**src/rtl/ovl_seq_gen_pkg.sv**
```systemverilog
// Shared types and constants for the OVL cycle-sequence stimulus generator.
// Contents:
//   gen_state_e - burst FSM state (idle, inter-start gap, drain)
//   NUM_CKS_DEF - default sequence length; STG_W / MSB are derived from it.
//                 Parameterised modules derive their own copies from NUM_CKS.
package ovl_seq_gen_pkg;

  typedef enum logic [1:0] {
    StIdle,
    StGap,
    StDrain
  } gen_state_e;

  localparam int unsigned NUM_CKS_DEF = 3;
  localparam int unsigned STG_W       = $clog2(NUM_CKS_DEF);
  localparam int unsigned MSB         = NUM_CKS_DEF - 1;

endpackage

```
**src/rtl/ovl_cycle_sequence_gen_if.sv**
```systemverilog
// Request/response bundle of the cycle-sequence generator.
//   start, burst_len, gap, fault_en, fault_seq, fault_stage, stall : burst control (to generator)
//   event_sequence, busy, done, seq_count                          : generator outputs
// Modports: master = bench/harness side, slave = generator side.
interface ovl_cycle_sequence_gen_if #(
  parameter int unsigned NUM_CKS = 3,
  parameter int unsigned CNT_W   = 8
) ();

  logic                       start;
  logic [CNT_W-1:0]           burst_len;
  logic [CNT_W-1:0]           gap;
  logic                       fault_en;
  logic [CNT_W-1:0]           fault_seq;
  logic [$clog2(NUM_CKS)-1:0] fault_stage;
  logic                       stall;
  logic [NUM_CKS-1:0]         event_sequence;
  logic                       busy;
  logic                       done;
  logic [CNT_W-1:0]           seq_count;

  modport master (
    output start, burst_len, gap, fault_en, fault_seq, fault_stage, stall,
    input  event_sequence, busy, done, seq_count
  );

  modport slave (
    input  start, burst_len, gap, fault_en, fault_seq, fault_stage, stall,
    output event_sequence, busy, done, seq_count
  );

endinterface

```
**src/rtl/ovl_seq_token_shifter.sv**
```systemverilog
// Token shifter: one token per in-flight sequence walks from bit NUM_CKS-1 down to bit 0.
// A parallel marker register tracks the faulted sequence; its bit is cleared from the
// output only at the selected stage.
//   clk, reset     : clock, async active-high reset
//   stall          : freeze all state
//   issue          : start a new sequence this cycle
//   fault_hit      : the sequence issued this cycle is the faulted one
//   fault_stage    : stage whose bit is suppressed for the faulted sequence
//   tok            : raw token register (for FSM drain / no-pipe decisions)
//   event_sequence : registered, masked token vector (one cycle behind tok)
module ovl_seq_token_shifter #(
  parameter int unsigned NUM_CKS = 3
) (
  input  logic                       clk,
  input  logic                       reset,
  input  logic                       stall,
  input  logic                       issue,
  input  logic                       fault_hit,
  input  logic [$clog2(NUM_CKS)-1:0] fault_stage,
  output logic [NUM_CKS-1:0]         tok,
  output logic [NUM_CKS-1:0]         event_sequence
);

  localparam int unsigned Msb = NUM_CKS - 1;

  logic [NUM_CKS-1:0] tok_q;
  logic [NUM_CKS-1:0] fmask_q;
  logic [NUM_CKS-1:0] evs_q;
  logic [NUM_CKS-1:0] stage_sel;

  // Stage s lives at bit Msb-s.
  always_comb begin
    stage_sel = '0;
    for (int b = 0; b < NUM_CKS; b++) begin
      if (int'(fault_stage) + b == int'(Msb)) stage_sel[b] = 1'b1;
    end
  end

  always_ff @(posedge clk or posedge reset) begin
    if (reset) begin
      tok_q   <= '0;
      fmask_q <= '0;
      evs_q   <= '0;
    end else if (!stall) begin
      tok_q   <= (tok_q >> 1) | {issue, {Msb{1'b0}}};
      fmask_q <= (fmask_q >> 1) | {fault_hit, {Msb{1'b0}}};
      evs_q   <= tok_q & ~(fmask_q & stage_sel);
    end
  end

  assign tok            = tok_q;
  assign event_sequence = evs_q;

endmodule

```
**src/rtl/ovl_cycle_sequence_gen.sv**
```systemverilog
// Burst generator of well-formed (or single-stage-faulted) event sequences for an OVL
// cycle-sequence checker. Owns the burst FSM and counters; tokens live in the shifter.
//   clk, reset : clock, async active-high reset
//   bus        : slave side of ovl_cycle_sequence_gen_if (controls in, event vector/status out)
// Parameters: NUM_CKS (sequence length), CNT_W (counter width), PIPELINED (overlap allowed).
module ovl_cycle_sequence_gen
  import ovl_seq_gen_pkg::*;
#(
  parameter int unsigned NUM_CKS   = 3,
  parameter int unsigned CNT_W     = 8,
  parameter bit          PIPELINED = 1'b1
) (
  input  logic                     clk,
  input  logic                     reset,
  ovl_cycle_sequence_gen_if.slave  bus
);

  localparam int unsigned StgW = $clog2(NUM_CKS);

  gen_state_e         state_q, state_d;
  logic [CNT_W-1:0]   cnt_q, cnt_d;        // gap cycles elapsed since last issue
  logic [CNT_W-1:0]   idx_q, idx_d;        // sequences issued in this burst
  logic [CNT_W-1:0]   len_q, len_d;
  logic [CNT_W-1:0]   gap_q, gap_d;
  logic [CNT_W-1:0]   fseq_q, fseq_d;
  logic               fen_q, fen_d;
  logic [StgW-1:0]    fstage_q, fstage_d;
  logic [CNT_W-1:0]   seq_count_q, seq_count_d;
  logic               done_q, done_d;
  logic               issue;
  logic               fault_hit;
  logic [NUM_CKS-1:0] tok;
  logic [NUM_CKS-1:0] evs;

  always_comb begin
    state_d     = state_q;
    cnt_d       = cnt_q;
    idx_d       = idx_q;
    len_d       = len_q;
    gap_d       = gap_q;
    fseq_d      = fseq_q;
    fen_d       = fen_q;
    fstage_d    = fstage_q;
    done_d      = 1'b0;
    issue       = 1'b0;
    fault_hit   = 1'b0;

    unique case (state_q)
      StIdle: begin
        if (bus.start) begin
          // Sequence 0 issues in the accept cycle, so its fault test uses the live inputs.
          issue     = 1'b1;
          fault_hit = bus.fault_en && (bus.fault_seq == '0);
          len_d     = (bus.burst_len == '0) ? CNT_W'(1) : bus.burst_len;
          gap_d     = bus.gap;
          fen_d     = bus.fault_en;
          fseq_d    = bus.fault_seq;
          fstage_d  = bus.fault_stage;
          idx_d     = CNT_W'(1);
          cnt_d     = '0;
          state_d   = (bus.burst_len <= CNT_W'(1)) ? StDrain : StGap;
        end
      end
      StGap: begin
        if (cnt_q != gap_q) begin
          cnt_d = cnt_q + 1'b1;
        end else if (!PIPELINED && ((tok >> 1) != '0)) begin
          // No-pipe: hold until the previous token is leaving bit 0, so starts are
          // at least NUM_CKS cycles apart and never overlap.
          cnt_d = cnt_q;
        end else begin
          issue     = 1'b1;
          fault_hit = fen_q && (fseq_q == idx_q);
          idx_d     = idx_q + 1'b1;
          cnt_d     = '0;
          if (idx_q + 1'b1 == len_q) state_d = StDrain;
        end
      end
      StDrain: begin
        if (tok == '0) begin
          done_d  = 1'b1;
          state_d = StIdle;
        end
      end
      default: state_d = StIdle;
    endcase

    seq_count_d = seq_count_q + CNT_W'(issue);
  end

  always_ff @(posedge clk or posedge reset) begin
    if (reset) begin
      state_q     <= StIdle;
      cnt_q       <= '0;
      idx_q       <= '0;
      len_q       <= '0;
      gap_q       <= '0;
      fseq_q      <= '0;
      fen_q       <= 1'b0;
      fstage_q    <= '0;
      seq_count_q <= '0;
      done_q      <= 1'b0;
    end else if (!bus.stall) begin
      state_q     <= state_d;
      cnt_q       <= cnt_d;
      idx_q       <= idx_d;
      len_q       <= len_d;
      gap_q       <= gap_d;
      fseq_q      <= fseq_d;
      fen_q       <= fen_d;
      fstage_q    <= fstage_d;
      seq_count_q <= seq_count_d;
      done_q      <= done_d;
    end
  end

  ovl_seq_token_shifter #(
    .NUM_CKS(NUM_CKS)
  ) u_shifter (
    .clk           (clk),
    .reset         (reset),
    .stall         (bus.stall),
    .issue         (issue),
    .fault_hit     (fault_hit),
    .fault_stage   (fstage_q),
    .tok           (tok),
    .event_sequence(evs)
  );

  assign bus.event_sequence = evs;
  assign bus.busy           = (state_q != StIdle) || (tok != '0);
  assign bus.done           = done_q;
  assign bus.seq_count      = seq_count_q;

endmodule

```
**src/flat_wrapper.sv**
```systemverilog
// flat-port wrapper written by rule: the top's interface ports become plain ports
module ovl_cycle_sequence_gen_flat import ovl_seq_gen_pkg::*;
#(
  parameter int unsigned NUM_CKS   = 3,
  parameter int unsigned CNT_W     = 8,
  parameter bit          PIPELINED = 1'b1
)
  (clk, reset, bus_start, bus_burst_len, bus_gap, bus_fault_en, bus_fault_seq, bus_fault_stage, bus_stall, bus_event_sequence, bus_busy, bus_done, bus_seq_count);
  ovl_cycle_sequence_gen_if #(.NUM_CKS(NUM_CKS), .CNT_W(CNT_W)) bus_i ();
  input  logic clk;
  input  logic reset;
  input wire logic [$bits(bus_i.start)-1:0] bus_start;
  input wire logic [$bits(bus_i.burst_len)-1:0] bus_burst_len;
  input wire logic [$bits(bus_i.gap)-1:0] bus_gap;
  input wire logic [$bits(bus_i.fault_en)-1:0] bus_fault_en;
  input wire logic [$bits(bus_i.fault_seq)-1:0] bus_fault_seq;
  input wire logic [$bits(bus_i.fault_stage)-1:0] bus_fault_stage;
  input wire logic [$bits(bus_i.stall)-1:0] bus_stall;
  output wire logic [$bits(bus_i.event_sequence)-1:0] bus_event_sequence;
  output wire logic [$bits(bus_i.busy)-1:0] bus_busy;
  output wire logic [$bits(bus_i.done)-1:0] bus_done;
  output wire logic [$bits(bus_i.seq_count)-1:0] bus_seq_count;
  assign bus_i.start = bus_start;
  assign bus_i.burst_len = bus_burst_len;
  assign bus_i.gap = bus_gap;
  assign bus_i.fault_en = bus_fault_en;
  assign bus_i.fault_seq = bus_fault_seq;
  assign bus_i.fault_stage = bus_fault_stage;
  assign bus_i.stall = bus_stall;
  assign bus_event_sequence = bus_i.event_sequence;
  assign bus_busy = bus_i.busy;
  assign bus_done = bus_i.done;
  assign bus_seq_count = bus_i.seq_count;
  ovl_cycle_sequence_gen #(.NUM_CKS(NUM_CKS), .CNT_W(CNT_W), .PIPELINED(PIPELINED)) u_core (.clk(clk), .reset(reset), .bus(bus_i));
endmodule
```
**config.mk**
```make
export PLATFORM = sky130hd
export DESIGN_NAME = ovl_cycle_sequence_gen_flat
export DESIGN_NICKNAME = d
export VERILOG_FILES = /design/src/rtl/ovl_seq_gen_pkg.sv /design/src/rtl/ovl_cycle_sequence_gen_if.sv /design/src/rtl/ovl_seq_token_shifter.sv /design/src/rtl/ovl_cycle_sequence_gen.sv /design/src/flat_wrapper.sv
export SDC_FILE = /design/constraint.sdc
export NUM_CORES = 1
export LEC_CHECK = 0
export BUFFER_PORTS_ARGS = -buffer_cell sky130_fd_sc_hd__buf_2
export CELL_PAD_IN_SITES_DETAIL_PLACEMENT = 0
export CELL_PAD_IN_SITES_GLOBAL_PLACEMENT = 1
export CORE_ASPECT_RATIO = 1.4
export CORE_MARGIN = 5
export CORE_UTILIZATION = 49
export CTS_BUF_LIST = sky130_fd_sc_hd__clkbuf_8 sky130_fd_sc_hd__clkbuf_16
export DETAILED_ROUTE_END_ITERATION = 6
export PLACE_DENSITY = 0.83
export SYNTH_ARGS = -nofsm -noshare
export SYNTH_HDL_FRONTEND = slang
export SYNTH_SLANG_ARGS = --single-unit
export TNS_END_PERCENT = 10
```
**constraint.sdc**
```tcl
create_clock -name clk -period 4.73 [get_ports clk]
set_clock_uncertainty 0.05 [all_clocks]
set_input_delay 0.7095 -clock clk [delete_from_list [all_inputs] [get_ports clk]]
set_output_delay 0.7095 -clock clk [all_outputs]
set_load 0.01 [all_outputs]
```
---- After elaboration in Yosys (flattened, before gate mapping) ----
Cells that the tools add are included.
operators by class
  mux-type cells .......................... 24
  order comparisons ....................... 1
  bitwise gates (word level) .............. 6
  add/sub/neg operators ................... 5
  reduce and logical (&&, ||, !) cells .... 14
  equal/unequal tests ..................... 12
operators with widths
  kind                 count
  $mux 8               5
  $pmux 8 s2           2
  $add 8x1->8 const B  2
  $eq 8x8->1           2
  $logic_not 8->1      2
  $mux 2               5
  $mux 1               9
  $add 8x1->8          1
  $le 8x1->1 const B   1
  $ne 8x8->1           1
  $and 3x3->3          2
  $eq 3x2->1 const B   2
  $or 2x3->3           2
  $pmux 2 s3           1
  $reduce_and 3->1     2
  $reduce_and 5->1     1
  $eq 2x2->1 const B   2
  $ne 2x1->1 const B   2
  $ne 2x2->1 const B   2
  $pmux 1 s2           2
  $reduce_and 4->1     1
  $reduce_bool 2->1    2
  $add 2x1->3 const B  1
  $add 2x2->3 const B  1
  other kinds (8)      9
storage, ports and cells
  bits in registers ....................... 63
  logic and storage cells ................. 75
  output and inout port bits .............. 13
  input port bits ......................... 31

---- Logic depth before layout (Yosys ltp) ----
  word-level depth ........................ 6
  depth in mapped cells ................... 10
  mapped depth without buffers ............ 10

---- Hierarchy ----
A second synthesis with hierarchy kept.
second synthesis, totals
  cell total of the unflattened synthesis .. 288
  area, all modules ....................... 3185.6 um^2
by module, submodules not included
  module                  area an instance (um^2)  instances  seq. area each (um^2)  cells each
  ovl_cycle_sequence_gen  2816.5                   1          1351.3                 260
  ovl_seq_token_shifter   369.1                    1          225.2                  28

---- Least setup slack after synthesis ----
OpenSTA, ideal clock, no wires.
  path type ............................... register -> register
  from .................................... register u_core.idx_q[1]
  to ...................................... register u_core.state_q[1]
  period minus slack after synthesis ...... 2231 ps
  arrival ................................. 2086 ps
  path slack .............................. 2499 ps
  stages on the path, launching flop included .. 9
  required time ........................... 4585 ps
  path buffers ............................ 1
  setup time .............................. 95 ps
  path through ............................ dfrtp_1 > ha_1 > dlymetal6s2s_1 > a21o_2 > a211o_2 > o311ai_2 > a22oi_2 > o41a_1 > o31ai_1
between the ends
  longest elaborated chain between the ends .. 4
ends and longest elaborated chain
  item                               line                           source
  from (decl)                        ovl_cycle_sequence_gen.sv:22   logic [CNT_W-1:0] idx_q, idx_d;
  from (signal assigned)             ovl_cycle_sequence_gen.sv:106  idx_q <= idx_d;
  $add 8x1->8                        ovl_cycle_sequence_gen.sv:76   if (idx_q + 1'b1 == len_q) state_d = StDrain;
  $eq 8x8->1                         ovl_cycle_sequence_gen.sv:76
  $ne 2x1->1 (no source line)        --
  $reduce_and 5->1 (no source line)  --
  to (signal assigned)               ovl_cycle_sequence_gen.sv:93   state_q <= StIdle;
  to (signal assigned)               ovl_cycle_sequence_gen.sv:104  state_q <= state_d;
  to (decl)                          ovl_cycle_sequence_gen.sv:20   gen_state_e state_q, state_d;
Every way passes these cells.
A chain may end at the register's enable or synchronous reset.

---- Worst setup path after layout ----
  from .................................... register u_core.state_q[0]
  to ...................................... register u_core.idx_q[6]
between the ends
  longest elaborated chain between the ends .. 3
  elaborated cells between the ends (all ways) .. 7
  classes of those cells .................. eq/ne (3); mux (1); reduce/logical (3)
ends and longest elaborated chain
  item                                                                     line                          source
  $eq 2x1->1 / $logic_not 2->1 (equally long branches)                     ovl_cycle_sequence_gen.sv:48  unique case (state_q)
  $ne 2x2->1 (no source line) / $reduce_bool 2->1 (equally long branches)  --
  $reduce_and 4->1 (no source line)                                        --
Parallel ways exist; a longest one is shown, timed or not.

==> results.yml <==
status:
  status: "finished, final reports clean"
synthesis:
  yosys_most_used_dff: "dfrtp_1"
  synth-async-reset-ratio: 1.000
  avgSynthCellArea_um2: 11.05
  syn_nets: 327
  synth_edf_count: 0
  yosysWarnings: 0
  synthDistinctLibCells: 54
  synth_cells: 292
  yosys-top-cells-area: "dfrtp_1 49%, mux2_2 9.8%, xnor2_1 5.7%, xor2_1 3.8%, nand2_1 3.6%"
  seq_area_frac_synth: 0.4886
  synth_seq_cells: 63
  synth_top_cell_area_share: 0.4886
  synth_top_area_cell: "dfrtp_1"
  synth_area_um2: 3227
worst_setup_path:
  startpoint_type: "flop"
  r2r_end: "u_core.idx_q[6]$_DFFE_PP0P_"
  ff2ff_setup_slack_ns: 2.27
  cp-end-kind: "flop"
  crit_end: "u_core.idx_q[6]$_DFFE_PP0P_"
  r2r_start: "u_core.state_q[0]$_DFFE_PP0P_"
  path_class: "reg -> reg"
  reg2reg_depth: 6
  timing.critical_path.from: "u_core.state_q[0]$_DFFE_PP0P_"
  path_max_fanout: 12
  arrival_ns: 2.62
  critPathRequiredTime_ns: 4.89
timing:
  hold_slack_ns: 0.4181
  slew_violations: 0
  fmax_mhz: 406.1
  rsz0062_at_grt: "no"
  worst_slack_ns: 2.268
  min_period_ns: 2.462
  final-hold-violation-count: 0
  fin_tns_setup_ns: 0
  slew-limit-headroom: 0.4392
  setup_viol: 0
  tightest_slew_ns: 0.8403
  fin_crit_sh: 0.5205
power_and_ir_drop:
  pwr_density_cell_nw_per_um2: 422.2
  intPower_mw: 1.000
  p_total_mw: 1.532
  p_clk_frac: 0.267
  ir_worst_vdd_v: 0.0003097
  pwr-share-comb: 0.268
  p_seq_frac: 0.465
  leakage_nw: 1.758
  sw_frac_of_total: 0.3472
  p_switching_mw: 0.5318
finish:
  drive_gt1_frac: 0.3000
  syn_to_final_growth_pct: 12.45
  instances_no_fill: 414
  nets: 370
  fin_util: 0.5598
  antenna_cells: 0
  fin_area_um2: 3628
routing:
  num_vias: 2277
  first_pass_iters: 4
  routed_via_density: 5.500
  first_iter_violations: 78
  drc: 0
  ant_nets: 0
  drt_wl_total_mm: 6.452
  wl_per_cell_um: 15.58
floorplanning:
  core_area_um2: 6481
  start_util: 0.4979
  io_pins: 44
  die_h_um: 106.0
  fp-row-count: 35
  die-area_um2: 8332
  die_x_um: 78.59
global_routing:
  met2_usage: 0.2874
  track_usage: 0.1677
  met3_usage: 0.03051
  grt_pass1_vias: 2266
  grt_overflow: 0
  top_usage_layer: "met2"
  grt_max_degree: 64
  grt_use_met1: 0.1981
  grt_pass1_wl_mm: 10.78
  antenna_found_initial: 0
place:
  dp_cells: 398
  portBuffers: 43
  globalplace.congestion: 0.7980
  place_ws_ns: 2.180
  hpwlAfterDp_mm: 4.861
  placed_area_um2: 3453
clock_tree:
  path_clk_slew_ns: 0.06
  hold_buffers: 0
  cts.htree.levels: 3
  clk_path_buf_depth: 2
  insertion_delay_ns: 0.34
  numCtsBuffers: 9
  cts_tree: "yes"
  postCtsResizedCells: 0
  cts.sinks: 63
  post_cts.repair.setup_buffers: 0
  cts-root-buf: "clkbuf_8"
run:
  drv_cap: 0
min_path:
  min_path_type: "reg -> reg"
## state kept, by name (all words and copies together), names as in the netlist
| signal | count |
|---|---|
| u_core.bus.done | 1 |
| u_core.bus.seq_count | 8 |
| u_core.cnt_q | 8 |
| u_core.fen_q | 1 |
| u_core.fseq_q | 8 |
| u_core.fstage_q | 2 |
| u_core.gap_q | 8 |
| u_core.idx_q | 8 |
| u_core.len_q | 8 |
| u_core.state_q | 2 |
| u_core.u_shifter.event_sequence | 3 |
| u_core.u_shifter.fmask_q | 3 |
| u_core.u_shifter.tok | 3 |
## kinds of logic (layout without fill, tap and decap cells)
logic type | after synthesis | in the layout | synth area share
AND/OR/NAND/NOR | 96 | 96 | 0.1520
AO/OA/AOI/OAI | 44 | 44 | 0.09694
buffers and inverters | 17 | 65 | 0.03528
multiplexers | 32 | 32 | 0.1117
XOR/XNOR | 36 | 36 | 0.1000
adder cells (fa/ha/maj) | 4 | 4 | 0.01551
flip-flops | 63 | 63 | 0.4886
## area by class of cell
class | count | area (um2)
Tap cell | 74 | 92.59
Multi-Input combinational cell | 212 | 1539
Inverter | 4 | 15.01
Clock inverter | 6 | 37.54
Fill cell | 572 | 2853
Timing Repair Buffer | 45 | 230.2
Clock buffer | 10 | 137.6
Sequential cell | 63 | 1577
## layout by cell type, fill, tap and decap left out, types with 2 or more instances in the layout
cell type   synthesis  layout
and3_1              2       2
a31oi_1             7       7
nand4_1             5       5
clkbuf_8            2      10
inv_1               4       4
buf_2               2      43
ha_1                4       4
o31ai_1             4       4
nand3_1            11      11
nor4_1              4       4
buf_4               1       2
nor3_1              4       4
clkinv_2            0       2
dfrtp_1            63      63
clkinvlp_4          0       2
xor2_1             14      14
xnor2_1            21      21
nand2b_1            3       3
mux2_1              4       4
nand2_1            31      31
or4_1               2       2
a21oi_1             2       2
nor2_1             17      16
nand3b_1            4       4
nor2b_1             4       4
o21ai_1             3       3
mux2_2             28      28
and2_1              2       2
o21ai_0            13      13
## cells in the mapped netlist (5+ instances only)
master	n
mux2_2	28
a31oi_1	7
o21ai_0	13
xnor2_1	21
nor2_1	17
nand4_1	5
dfrtp_1	63
nand3_1	11
xor2_1	14
nand2_1	31
## worst max-delay path, cell delays in order (launching register included)
cell and delay [ns]:
dfrtp_1 0.53, inv_1 0.12, nor2_1 0.65, o21ai_2 0.30
nor2b_1 0.35, a41oi_1 0.28, a31oi_1 0.06
## power groups by stage
stage	Sequential, mW	Combinational (mW)	Clock [mW]
3_3_place_gp	0.721	0.405	0
4_1_cts	0.712	0.417	0.421
3_5_place_dp	0.721	0.417	0
2_1_floorplan	0.695	0.326	0
5_1_grt	0.725	0.464	0.444
6_report	0.712	0.410	0.409
## routing by layer
metal | routed length [um] | up-vias | part of all wire
met5 | 0 | - | 0
met4 | 187 | 0 | 0.029
met3 | 261 | 13 | 0.040
met2 | 3271 | 51 | 0.51
met1 | 2733 | 1094 | 0.42
li1 | - | 1119 | -
## worst min-delay path by stage
stage | from | endpoint | slack, ns | cells after the start
finish | u_core.bus.seq_count[7]$_DFFE_PP0N_ | u_core.bus.seq_count[7]$_DFFE_PP0N_ | 0.42 | 1
detailed placement | u_core.bus.seq_count[7]$_DFFE_PP0N_ | u_core.bus.seq_count[7]$_DFFE_PP0N_ | 0.41 | 1
floorplan | u_core.fseq_q[0]$_DFFE_PP0P_ | u_core.fseq_q[0]$_DFFE_PP0P_ | 0.43 | 1
global route | u_core.bus.seq_count[7]$_DFFE_PP0N_ | u_core.bus.seq_count[7]$_DFFE_PP0N_ | 0.45 | 1
global placement | u_core.bus.seq_count[7]$_DFFE_PP0N_ | u_core.bus.seq_count[7]$_DFFE_PP0N_ | 0.41 | 1
CTS | u_core.bus.seq_count[7]$_DFFE_PP0N_ | u_core.bus.seq_count[7]$_DFFE_PP0N_ | 0.43 | 1
(Power assumes the default switching activity.)
